--- src/rtl/line_session_ctrl.sv ---
// Line-oriented UART session controller: gathers a terminated line, issues one
// request to the compute engine, then streams the response (or an error reply).
module line_session_ctrl #(
  parameter int         MAX_IN   = 32,
  parameter int         MAX_OUT  = 8,
  parameter logic [7:0] TERM     = 8'h0A,
  parameter bit         STRIP_CR = 1'b1,
  parameter logic [7:0] ERR_BYTE = 8'h45,
  localparam int        CW       = $clog2(MAX_IN + 1),
  localparam int        OW       = $clog2(MAX_OUT + 1)
) (
  input  logic                 clk,
  input  logic                 rst,
  input  logic                 rx_vld,
  input  logic [7:0]           rx_data,
  output logic                 tx_ready,
  output logic [7:0]           tx_data,
  input  logic                 tx_rd,
  output logic                 req_valid,
  output logic [MAX_IN*8-1:0]  req_data,
  output logic [CW-1:0]        req_len,
  input  logic                 req_ready,
  input  logic                 resp_valid,
  input  logic [MAX_OUT*8-1:0] resp_data,
  input  logic [OW-1:0]        resp_len,
  output logic                 resp_ready,
  output logic                 busy,
  output logic [15:0]          drop_cnt
);

  typedef enum logic [2:0] {
    ST_RX,
    ST_DISCARD,
    ST_REQ,
    ST_WAIT,
    ST_SEND,
    ST_ERR
  } state_t;

  state_t               state_reg;
  logic [CW-1:0]        count_reg;
  logic [7:0]           line_mem [MAX_IN];
  logic [MAX_OUT*8-1:0] out_buf_reg;
  logic [OW-1:0]        idx_reg;
  logic [OW-1:0]        len_reg;
  logic [OW-1:0]        idx_next;
  logic [7:0]           cur_byte;
  logic                 last_byte;
  logic                 drop_state;

  for (genvar gi = 0; gi < MAX_IN; gi++) begin : g_pack
    assign req_data[(MAX_IN-1-gi)*8 +: 8] = line_mem[gi];
  end

  assign req_len    = count_reg;
  assign busy       = (state_reg != ST_RX);
  assign resp_ready = (state_reg == ST_WAIT);
  assign drop_state = (state_reg != ST_RX) && (state_reg != ST_DISCARD);
  assign idx_next   = idx_reg + OW'(1);

  // ERR reuses the SEND handshake with a fixed two-byte reply.
  assign last_byte = (state_reg == ST_ERR) ? (idx_reg != '0) : (idx_next == len_reg);

  always_comb begin
    cur_byte = '0;
    if (state_reg == ST_ERR) begin
      cur_byte = (idx_reg == '0) ? ERR_BYTE : TERM;
    end else begin
      for (int i = 0; i < MAX_OUT; i++) begin
        if (idx_reg == OW'(i)) cur_byte = out_buf_reg[i*8 +: 8];
      end
    end
  end

  always_ff @(posedge clk or negedge rst) begin
    if (!rst) begin
      state_reg   <= ST_RX;
      count_reg   <= '0;
      for (int i = 0; i < MAX_IN; i++) line_mem[i] <= '0;
      out_buf_reg <= '0;
      idx_reg     <= '0;
      len_reg     <= '0;
      req_valid   <= 1'b0;
      tx_ready    <= 1'b0;
      tx_data     <= '0;
      drop_cnt    <= '0;
    end else begin
      if (rx_vld && drop_state && drop_cnt != 16'hFFFF) drop_cnt <= drop_cnt + 16'd1;

      case (state_reg)
        ST_RX: begin
          if (rx_vld && !(STRIP_CR && rx_data == 8'h0D)) begin
            if (rx_data == TERM) begin
              if (count_reg != '0) begin
                state_reg <= ST_REQ;
                req_valid <= 1'b1;
              end
            end else if (count_reg != CW'(MAX_IN)) begin
              for (int i = 0; i < MAX_IN; i++) begin
                if (count_reg == CW'(i)) line_mem[i] <= rx_data;
              end
              count_reg <= count_reg + CW'(1);
            end else begin
              state_reg <= ST_DISCARD;
            end
          end
        end
        ST_DISCARD: begin
          if (rx_vld && rx_data == TERM) begin
            state_reg <= ST_ERR;
            idx_reg   <= '0;
            count_reg <= '0;
            for (int i = 0; i < MAX_IN; i++) line_mem[i] <= '0;
          end
        end
        ST_REQ: begin
          if (req_ready) begin
            req_valid <= 1'b0;
            state_reg <= ST_WAIT;
          end
        end
        ST_WAIT: begin
          if (resp_valid) begin
            out_buf_reg <= resp_data;
            len_reg     <= (resp_len > OW'(MAX_OUT)) ? OW'(MAX_OUT) : resp_len;
            idx_reg     <= '0;
            count_reg   <= '0;
            for (int i = 0; i < MAX_IN; i++) line_mem[i] <= '0;
            state_reg   <= (resp_len == '0) ? ST_RX : ST_SEND;
          end
        end
        ST_SEND, ST_ERR: begin
          // A gap cycle with tx_ready low separates every consumed byte.
          if (!tx_ready) begin
            tx_ready <= 1'b1;
            tx_data  <= cur_byte;
          end else if (tx_rd) begin
            tx_ready <= 1'b0;
            idx_reg  <= idx_next;
            if (last_byte) state_reg <= ST_RX;
          end
        end
        default: state_reg <= ST_RX;
      endcase
    end
  end

endmodule

--- config.mk ---
export PLATFORM = sky130hd
export DESIGN_NAME = line_session_ctrl
export DESIGN_NICKNAME = d
export VERILOG_FILES = /design/src/rtl/line_session_ctrl.sv
export SDC_FILE = /design/constraint.sdc
export NUM_CORES = 1
export LEC_CHECK = 0
export ABC_AREA = 1
export BUFFER_PORTS_ARGS = -buffer_cell sky130_fd_sc_hd__buf_2
export CORE_UTILIZATION = 40
export DETAILED_ROUTE_END_ITERATION = 10
export PLACE_DENSITY_LB_ADDON = 0.05
export SLEW_MARGIN = 20
export SYNTH_ARGS = -nofsm -noshare
export SYNTH_HDL_FRONTEND = slang
export SYNTH_SLANG_ARGS = --single-unit
--- constraint.sdc ---
create_clock -name clk -period 5.6 [get_ports clk]
set_input_delay 0.28 -clock clk [delete_from_list [all_inputs] [get_ports clk]]
set_output_delay 0.28 -clock clk [all_outputs]
set_load 0.05 [all_outputs]
======== After elaboration in Yosys (flattened, before gate mapping) ========
Index checks and enable logic that the tools add are counted.
storage, ports and cells
  memories ................................ 0
  output and inout port bits .............. 290
  latch bits .............................. 0
  register bits after elaboration ......... 363
  input port bits ......................... 82
  memory bits (read-only) ................. 0
  memory bits (writable) .................. 0
operators by class
  $add $sub $neg .......................... 3
  muxes and demuxes ....................... 80
  multiply operators ...................... 0
  shifts and indexed selects .............. 0
  reductions and logical operators ........ 55
  eq/ne operators ......................... 94
  order comparisons ....................... 1
  bitwise gates (word level) .............. 1
  div/mod/pow operators ................... 0
operators with widths
  cell                                                 count
  two-way mux 256 bit                                  5
  one-hot mux 256 bit (3 select lines)                 1
  two-way mux 8 bit                                    41
  AND reduction 7 bit                                  32
  equality test 6 x 5 -> 1 bit, second input constant  16
  != test 2 bit, second input constant                 43
  equality test 6 x 4 -> 1 bit, second input constant  8
  two-way mux 3 bit                                    11
  two-way mux 6 bit                                    5
  equality test 6 x 3 -> 1 bit, second input constant  4
  two-way mux 4 bit                                    5
  one-hot mux 6 bit (3 select lines)                   1
  adder 16 x 1 -> 16 bit, second input constant        1
  equality test 4 x 3 -> 1 bit, second input constant  4
  equality test 8 x 4 -> 1 bit, second input constant  2
  != test 16 bit, second input constant                1
  one-hot mux 3 bit (5 select lines)                   1
  equality test 6 x 2 -> 1 bit, second input constant  2
  one-hot mux 4 bit (3 select lines)                   1
  AND reduction 5 bit                                  2
  AND reduction 9 bit                                  1
  nonzero test 3 bit                                   3
  equality test 4 x 2 -> 1 bit, second input constant  2
  zero test 4 bit                                      2
  other kinds (26)                                     40

======== Logic depth before layout (Yosys ltp) ========
Gate-level depths: netlist of the first run.
  depth after elaboration ................. 10
  gate-level depth with buffers ........... 13

======== Worst setup path before layout of the first run ========
Ideal clock, no wire load.
  kind .................................... reg-to-reg
  start ................................... reg count_reg[0], in the netlist req_len[0]
  end ..................................... reg line_mem (netlist bit req_data[5])
  setup slack ............................. 3309 ps
  buffers on the path ..................... 2
  required time ........................... 5471 ps
  stages on the path, launching flop included .. 13
  arrival time ............................ 2162 ps
  cell sequence ........................... dfrtp_1 inv_1 ha_1 inv_1 nor3_4 nand3_2 o21ai_4 buf_6 nor3_2 nand2_4 buf_6 nand2_2 o21ai_2
between the ends
  word-level cells in the longest chain between the ends .. 3
  elaborated cells on any way between the ends .. 5
  classes of those cells .................. 4 x eq/ne; 1 x reduce/logical
ends and longest elaborated chain
  what                                                                  line     RTL
  start: declaration                                                    41       logic [CW-1:0] count_reg;
  start signal: assignment                                              102      count_reg <= count_reg + CW'(1);
  equality test 6 x 5 -> 1 bit / != test 6 bit (equally long branches)  100, 98
  != test 2 bit (no line)                                               -
  AND reduction 7 bit (no line) *                                       -
  end signal: indexed assignment                                        100      if (count_reg == CW'(i)) line_mem[i] <= rx_data;
  end: declaration                                                      42       logic [7:0] line_mem [MAX_IN];
Mark *: on every way between the ends. The rest lies on a longest branch, timed or not.
A chain may end at the register's enable or synchronous reset.

======== Final worst setup path of the first run ========
  start ................................... reg count_reg[0], in the netlist req_len[0]
  end ..................................... reg line_mem (netlist bit req_data[17])
Same word-level chain as after synthesis.

==> results of run 1 <==
## cell usage in the layout, fill, tap and decap left out, drive strengths merged, types with 39 or more instances in the layout
master / netlist / final
nand2: 569 / 569
buf: 69 / 378
dfrtp: 363 / 363
o21ai: 316 / 316
inv: 96 / 96
nor2: 70 / 70
dlygate4sd3: 0 / 68
clkbuf: 23 / 64
nand3: 40 / 40
a21oi: 39 / 39
## logic make-up after synthesis
group                      synth area share [%]
xor gates and xnor gates                   1.22
and+or+nand+nor                            21.3
adders and majority gates                 0.714
buffers and inverters                      6.74
AOI/OAI and AO/OA                          12.4
DFF                                        57.6
## layout make-up
| type | count | share of cell area (%) |
|---|---|---|
| Inverter | 99 | 1.91 |
| Clock buffer | 64 | 6.42 |
| Multi-Input combinational cell | 1149 | 28.6 |
| Sequential cell | 363 | 46.0 |
| Clock inverter | 8 | 0.469 |
| Tap cell | 518 | 3.28 |
| Timing Repair Buffer | 446 | 13.3 |
## metal layers
metal  routed length, um  global-route usage (%)  up-vias
li1                    -                       -     6324
met1               22000                    33.4     5973
met2               20500                    35.7      339
met3                3260                    6.02       46
met4                 698                    5.53        0
met5                   0                       0        -
## final timing paths
check	end	startpoint	slack (ps)	cells past startpoint
min	len_reg[2]	resp_len[3]	40	4
max	req_data[17]	req_len[0]	2810	11
min in group asynchronous	out_buf_reg[32]	rst	270	2
min reg2reg	out_buf_reg[20]	out_buf_reg[20]	470	2
max in group asynchronous	req_data[105]	rst	4030	3
max reg2reg	req_data[17]	req_len[0]	2810	11
## worst max-delay path: stages (launching register included)
cell and delay [ps]:
dfrtp_1 420, inv_1 150, ha_1 240, inv_1 110, nor3_4 160, nand3_2 120, o21ai_4 360, buf_4 400
nor3_1 80, nand2_1 420, nand2_1 120, o21ai_1 100
## metrics by stage
step | instance area, um2 | utilization (%)
floorplan | 15800 | -
global placement | 17700 | 45.7
detailed placement | 17700 | 45.7
CTS | 19700 | 51.0
global route | 19700 | 51.0
finish | 19700 | 51.0
## what timing repair did
item,CTS,global route
endpoints found under the hold margin,132,0
gates resized for setup,0,0
hold buffers,68,0
setup buffers,0,0
==> flow_summary.toml, run 1 <==
[routing]
totalWireLength_mm = 46.4
vias_per_cell = 4.79
firstDrtPassIters = 5
routedWlPerCell_um = 17.5
drc = 0
antenna_left = 0
vias = 12682
drt_iter0_drc = 705

[logic_synthesis]
synthFlopType = "dfrtp_1"
yosysUniqueCellTypes = 39
ys_seq_area_share_pct = 57.6
yosysMostFrequentCell = "nand2_1"
ys_async_sr_fraction_pct = 100
synth_edf_count = 0
netlist_instances = 1703
synth_area_leaders = "dfrtp_1 (58%), nand2_1 (13%), o21ai_1 (7.9%)"
ys_ff_latch = 363
synthesis.area_um2 = 15800
synth_top_area_cell = "dfrtp_1"
syn-num-nets = 1794
netlist_top_cells_count = "nand2_1 (536), dfrtp_1 (363), o21ai_1 (248), inv_1 (91), nor2_1 (61)"
synth_top_area_share_pct = 57.6
syn_avg_cell_area_um2 = 9.27
yosysWarnings = 0

[clocking]
cts_buffers = 42
clock_latency_ps = 550
cts_root_buffer = "clkbuf_16"
clockBufferDepth = 3
cts_tree = "done"
clk_pin_slew_ps = 60
htree_levels = 2
cts.sinks = 363

[global_routing]
grt_pass1_wl_mm = 74.0
grt-ovfl-total = 0
track_usage_pct = 23.4
grt_max_degree = 162
antenna_found_initial = 0
grt_pass1_vias = 12617

[finish]
stdcell_count = 2647
area.sequential_um2 = 9080
fillers = 3730
diodes = 0
largest_reg_flops = 256
multi_input_area_um2 = 5650
drive_gt1_share_pct = 25.3
layout.nets = 2192
syn2layout_area_growth_pct = 25.2

[setup_path]
crit_fanout = 23
arrival_ps = 3240
path_class = "flop to flop"
cp.required_ps = 6050
critical_path.endpoint_type = "flop"
crit_path_start_kind = "flop"

[timing]
skew_ps = 17.7
finalMaxSlewViolations = 0
fmax_mhz = 359
fin_ws_ps = 2810
hold_viol = 0
fin_crit_ps = 2790
rsz0062_at_grt = "false"
setup_viol = 0
worstMarginPinSlew_ps = 1050
finalSetupTns_ps = 0
holdWs_ps = 37.5
slew_headroom_pct = 29.4
fin_crit_sh_pct = 49.8

[floorplan]
die_area_um2 = 40200
die_w_um = 201
start_util_pct = 40.7
ioPinCount = 372
die_h_um = 201
core_area_um2 = 38700
rows = 72

[min_path]
hold_class = "input port to flop"

[placement]
place_congestion = 0.865
dp_cells = 2507
hpwl_mm = 31.2
dp_slack_ps = 2830
portBuffers = 371

[status]
status = "finished, final reports clean"

[run]
maxCapViolations = 0
Power of run 1 is not shown: default switching activity piles up to over one toggle a cycle in this logic, so the estimate is an artifact.
==> inputs of run 2 (changes only) <==
ABC_AREA = 0   (was 1)
clock period = 2.7 ns   (was 5.6 ns; I/O delays follow)
==> flow_summary.toml, run 2 <==
[logic_synthesis]
ys_ff_latch = 363
netlist_top_cells_count = "dfrtp_1 (363), nand2_1 (212), mux2i_1 (161), mux2_2 (99), o21ai_0 (84)"
ys_seq_area_share_pct = 57.3
yosysMostFrequentCell = "dfrtp_1"
yosysWarnings = 0
syn_avg_cell_area_um2 = 11.5
synthesis.area_um2 = 15800
synth_top_area_share_pct = 57.3
synthFlopType = "dfrtp_1"
yosysUniqueCellTypes = 62
syn-num-nets = 1466
synth_edf_count = 0
netlist_instances = 1375
synth_area_leaders = "dfrtp_1 (57%), mux2i_1 (10%), mux2_2 (7.0%)"
synth_top_area_cell = "dfrtp_1"
ys_async_sr_fraction_pct = 100

[timing]
finalSetupTns_ps = 0
slew_headroom_pct = 56.1
finalMaxSlewViolations = 0
hold_viol = 0
skew_ps = 11.0
worstMarginPinSlew_ps = 659
fin_crit_sh_pct = 91.3
rsz0062_at_grt = "false"
fin_crit_ps = 2460
fmax_mhz = 406
setup_viol = 0

[clocking]
clock_latency_ps = 550
cts_resized = 0
htree_levels = 2
cts.sinks = 363
clockBufferDepth = 3
cts_root_buffer = "clkbuf_16"
cts_tree = "done"
clk_pin_slew_ps = 60
cts_buffers = 43
post-cts-setup-buffers = 0

[setup_path]
crit_path_start_kind = "flop"
critical_path.endpoint_type = "flop"
reg2reg_depth = 5
path_class = "flop to flop"
arrival_ps = 2890
cp.required_ps = 3130
crit_fanout = 11

[routing]
vias_per_cell = 5.16
totalWireLength_mm = 48.4
antenna_left = 0
drc = 0
firstDrtPassIters = 4
routedWlPerCell_um = 20.5
vias = 12163
drt_iter0_drc = 689

[placement]
place_congestion = 0.840
hpwl_mm = 32.5
dp_cells = 2214
portBuffers = 371

[finish]
area.sequential_um2 = 9080
diodes = 0
largest_reg_flops = 256
multi_input_area_um2 = 6140
fillers = 3518
syn2layout_area_growth_pct = 28.3
drive_gt1_share_pct = 32.5
mostFrequentLayoutCells = "buf_2 (370), dfrtp_1 (363), nand2_1 (211), mux2i_1 (161), mux2_2 (99)"
mostFrequentLayoutCell = "buf_2"
stdcell_count = 2359
layout.nets = 1903

[floorplan]
core_area_um2 = 38800
die_h_um = 201
die_w_um = 201
rows = 72
die_area_um2 = 40400
ioPinCount = 372
start_util_pct = 40.8

[power]
p_leak_nw = 10.1
powerDensity_nw_per_um2 = 947
irDropWorstVdd_mv = 0.916

[global_routing]
grt_pass1_vias = 11990
track_usage_pct = 24.0
grt_max_degree = 75
grt-ovfl-total = 0
grt_pass1_wl_mm = 74.4
antenna_found_initial = 1

[min_path]
hold_class = "input port to flop"
hold_path_depth = 3

[run]
maxCapViolations = 0

[status]
status = "finished, final reports clean"
-- run 2: per-layer routing --
| metal | vias up | part of all wire, % | GRT usage [%] |
|---|---|---|---|
| met2 | 353 | 44 | 35.8 |
| met5 | - | 0 | 0 |
| met1 | 6082 | 47 | 34.8 |
| met3 | 57 | 6.4 | 5.50 |
| li1 | 5671 | - | - |
| met4 | 0 | 2.1 | 6.65 |
-- run 2: worst max-delay path, stage by stage (launching register included) --
cell	delay, ps
dfrtp_1	580
inv_1	190
a21oi_1	400
nand3_1	280
a21oi_2	490
mux2_2	390
-- run 2: cell families (layout without fill, tap and decap cells) --
| group | count (synthesis) | after routing | share of synthesized area (%) |
|---|---|---|---|
| xor+xnor | 23 | 23 | 1.27 |
| buf+inv | 115 | 581 | 4.02 |
| simple gates | 434 | 434 | 13.0 |
| mux | 260 | 260 | 17.2 |
| compound gates | 171 | 171 | 6.45 |
| flops | 363 | 363 | 57.3 |
| fa+ha+maj | 9 | 9 | 0.711 |
-- run 2: power by group --
part	switching [mW]	leakage, nW	internal [mW]
registers	0.520	4.97	6.12
logic	5.06	4.50	2.01
clock network	2.25	0.664	3.31
-- run 2: stage by stage --
step           hold WS [ps]  util (%)  total power [mW]  cell area, um2  setup slack (ps)
5_1_grt                73.2      52.4              20.2           20300              47.8
4_1_cts                20.0      52.4              19.5           20300               224
6_report               41.1      52.4              19.3           20300               236
3_3_place_gp            169      47.1              13.7           18300               307
2_1_floorplan          -161         -              11.4           15800               135
3_5_place_dp            165      47.1              13.7           18300               236
-- run 2: worst paths after layout --
check | end | from | slack [ps]
max | req_data[141] | state_reg[0] | 240
min reg2reg | drop_cnt[8] | drop_cnt[8] | 490
min in group asynchronous | drop_cnt[8] | rst | 140
min | req_data[29] | rx_data[5] | 40
max in group asynchronous | out_buf_reg[2] | rst | 1640
max reg2reg | req_data[141] | state_reg[0] | 240
-- run 2: repair_timing --
action | in CTS | in global routing
hold buffers | 71 | 0
setup endpoints to repair | 0 | 0
hold endpoints to repair | 137 | 0
-- run 2: final cells by class --
cell class              count  area share (%)
flip-flops and latches    363            44.7
multi-input cells         897            30.2
clock buffers              67            6.43
clock inverters             7           0.185
inverters                  18           0.332
repair buffers            489            15.0
well taps                 518            3.19
Power figures use the tool's default switching activity.
==> inputs of run 3 (changes only) <==
HOLD_SLACK_MARGIN = 0.05   (was default)
clock period = 2.6 ns   (was 2.7 ns; I/O delays follow)
==> flow_summary.toml, run 3 (synthesis results as in run 2) <==
[floorplan]
ioPinCount = 372
die_w_um = 201
start_util_pct = 40.8
die_area_um2 = 40400
die_h_um = 201
core_area_um2 = 38800
rows = 72

[clocking]
clockBufferDepth = 3
clk_pin_slew_ps = 60
cts_tree = "done"
htree_levels = 2
cts_buffers = 41
cts_resized = 0
cts_root_buffer = "clkbuf_16"
cts.sinks = 363
clock_latency_ps = 550

[timing]
finalSetupTns_ps = 0
hold_viol = 0
finalMaxSlewViolations = 0
fmax_mhz = 421
fin_ws_ps = 222
skew_ps = 12.5
rsz0062_at_grt = "false"
slew_headroom_pct = 51.0
setup_viol = 0
fin_crit_sh_pct = 91.5
fin_crit_ps = 2380
worstMarginPinSlew_ps = 735
holdWs_ps = 150

[routing]
antenna_left = 0
vias = 12196
firstDrtPassIters = 5
vias_per_cell = 5.16
drt_iter0_drc = 621
totalWireLength_mm = 48.9
drc = 0
routedWlPerCell_um = 20.7

[global_routing]
grt_pass1_vias = 12244
grt_pass1_wl_mm = 75.1
grt-ovfl-total = 0
antenna_found_initial = 2
grt_max_degree = 79
track_usage_pct = 24.2

[min_path]
hold_class = "input port to flop"
hold_end = "req_data[131]"
holdCritStartpoint = "rx_data[3]"
hold_path_depth = 3

[placement]
portBuffers = 371
dp_cells = 2229
hpwl_mm = 32.9
place_congestion = 0.838
dp_slack_ps = 253
postPlaceCellArea_um2 = 18400

[power]
total_power_mw = 20.0
irDropWorstVdd_mv = 0.766
p_leak_nw = 10.2
powerDensity_nw_per_um2 = 982

[setup_path]
crit_path_start_kind = "flop"
r2r_setup_slack_ps = 220
crit_chain = "inv_1, ha_1, nor4b_2, nand2_1, a31o_4, and2_4, and3_1, mux2i_1"
crit_fanout = 20
reg2reg_from = "req_len[0]"
slowest_stage = "and3_1"
reg2reg_depth = 8
worst_r2r_endpoint = "req_data[45]"
max_stage_delay_ps = 580
cp.required_ps = 3060
critical_path.endpoint_type = "flop"
arrival_ps = 2830
path_class = "flop to flop"

[finish]
mostFrequentLayoutCell = "buf_2"
layout.nets = 1916
fillers = 3542
final_area_um2 = 20400
mostFrequentLayoutCells = "buf_2 (370), dfrtp_1 (363), nand2_1 (211), mux2i_1 (161), mux2_2 (99)"
largest_reg_flops = 256
utilization_pct = 52.5
diodes = 0
syn2layout_area_growth_pct = 28.7
drive_gt1_share_pct = 32.8
stdcell_count = 2365
multi_input_area_um2 = 6140
area.sequential_um2 = 9080

[status]
status = "finished, final reports clean"

[run]
maxCapViolations = 0
-- run 3: layout make-up --
class	instances	share of cell area, %
Clock buffer	62	5.91
Clock inverter	3	0.319
Inverter	18	0.331
Multi-Input combinational cell	897	30.1
Sequential cell	363	44.5
Tap cell	518	3.18
Timing Repair Buffer	504	15.7
-- run 3: worst max-delay path by stage --
stage,start,end,slack (ps)
detailed placement,req_len[0],req_data[83],250
global route,req_len[0],req_data[53],80
global placement,req_len[0],req_data[84],310
finish,req_len[0],req_data[45],220
CTS,req_len[0],req_data[83],230
floorplan,req_len[0],req_data[10],40
-- run 3: worst max-delay path: cells and delay by family, from the launching register on --
family	cells	cell delay, ps
muxes	1	250
DFF	1	340
buffers and inverters	1	80
and+or+nand+nor	4	1160
AOI/OAI and AO/OA	1	260
adders and majority gates	1	210
-- run 3: what timing repair did --
action                     in CTS  in global routing
hold endpoints to repair      136                  0
setup buffers                   0                  0
setup endpoints to repair       0                  0
hold buffers                   71                  0
-- run 3: where the power goes --
group	total, mW	switching (mW)	internal (mW)
clock	5.60	2.25	3.36
sequential	6.87	0.513	6.36
combinational	7.55	5.36	2.19
total	20.0	8.12	11.9
-- run 3: routing by layer --
metal	share of wire, %	GRT usage, %	up-vias	wire [um]
met5	0	0	-	0
met4	2.2	7.01	0	1060
met3	6.0	5.23	65	2920
met2	45	36.5	353	21900
li1	-	-	5676	-
met1	47	35.0	6102	23100
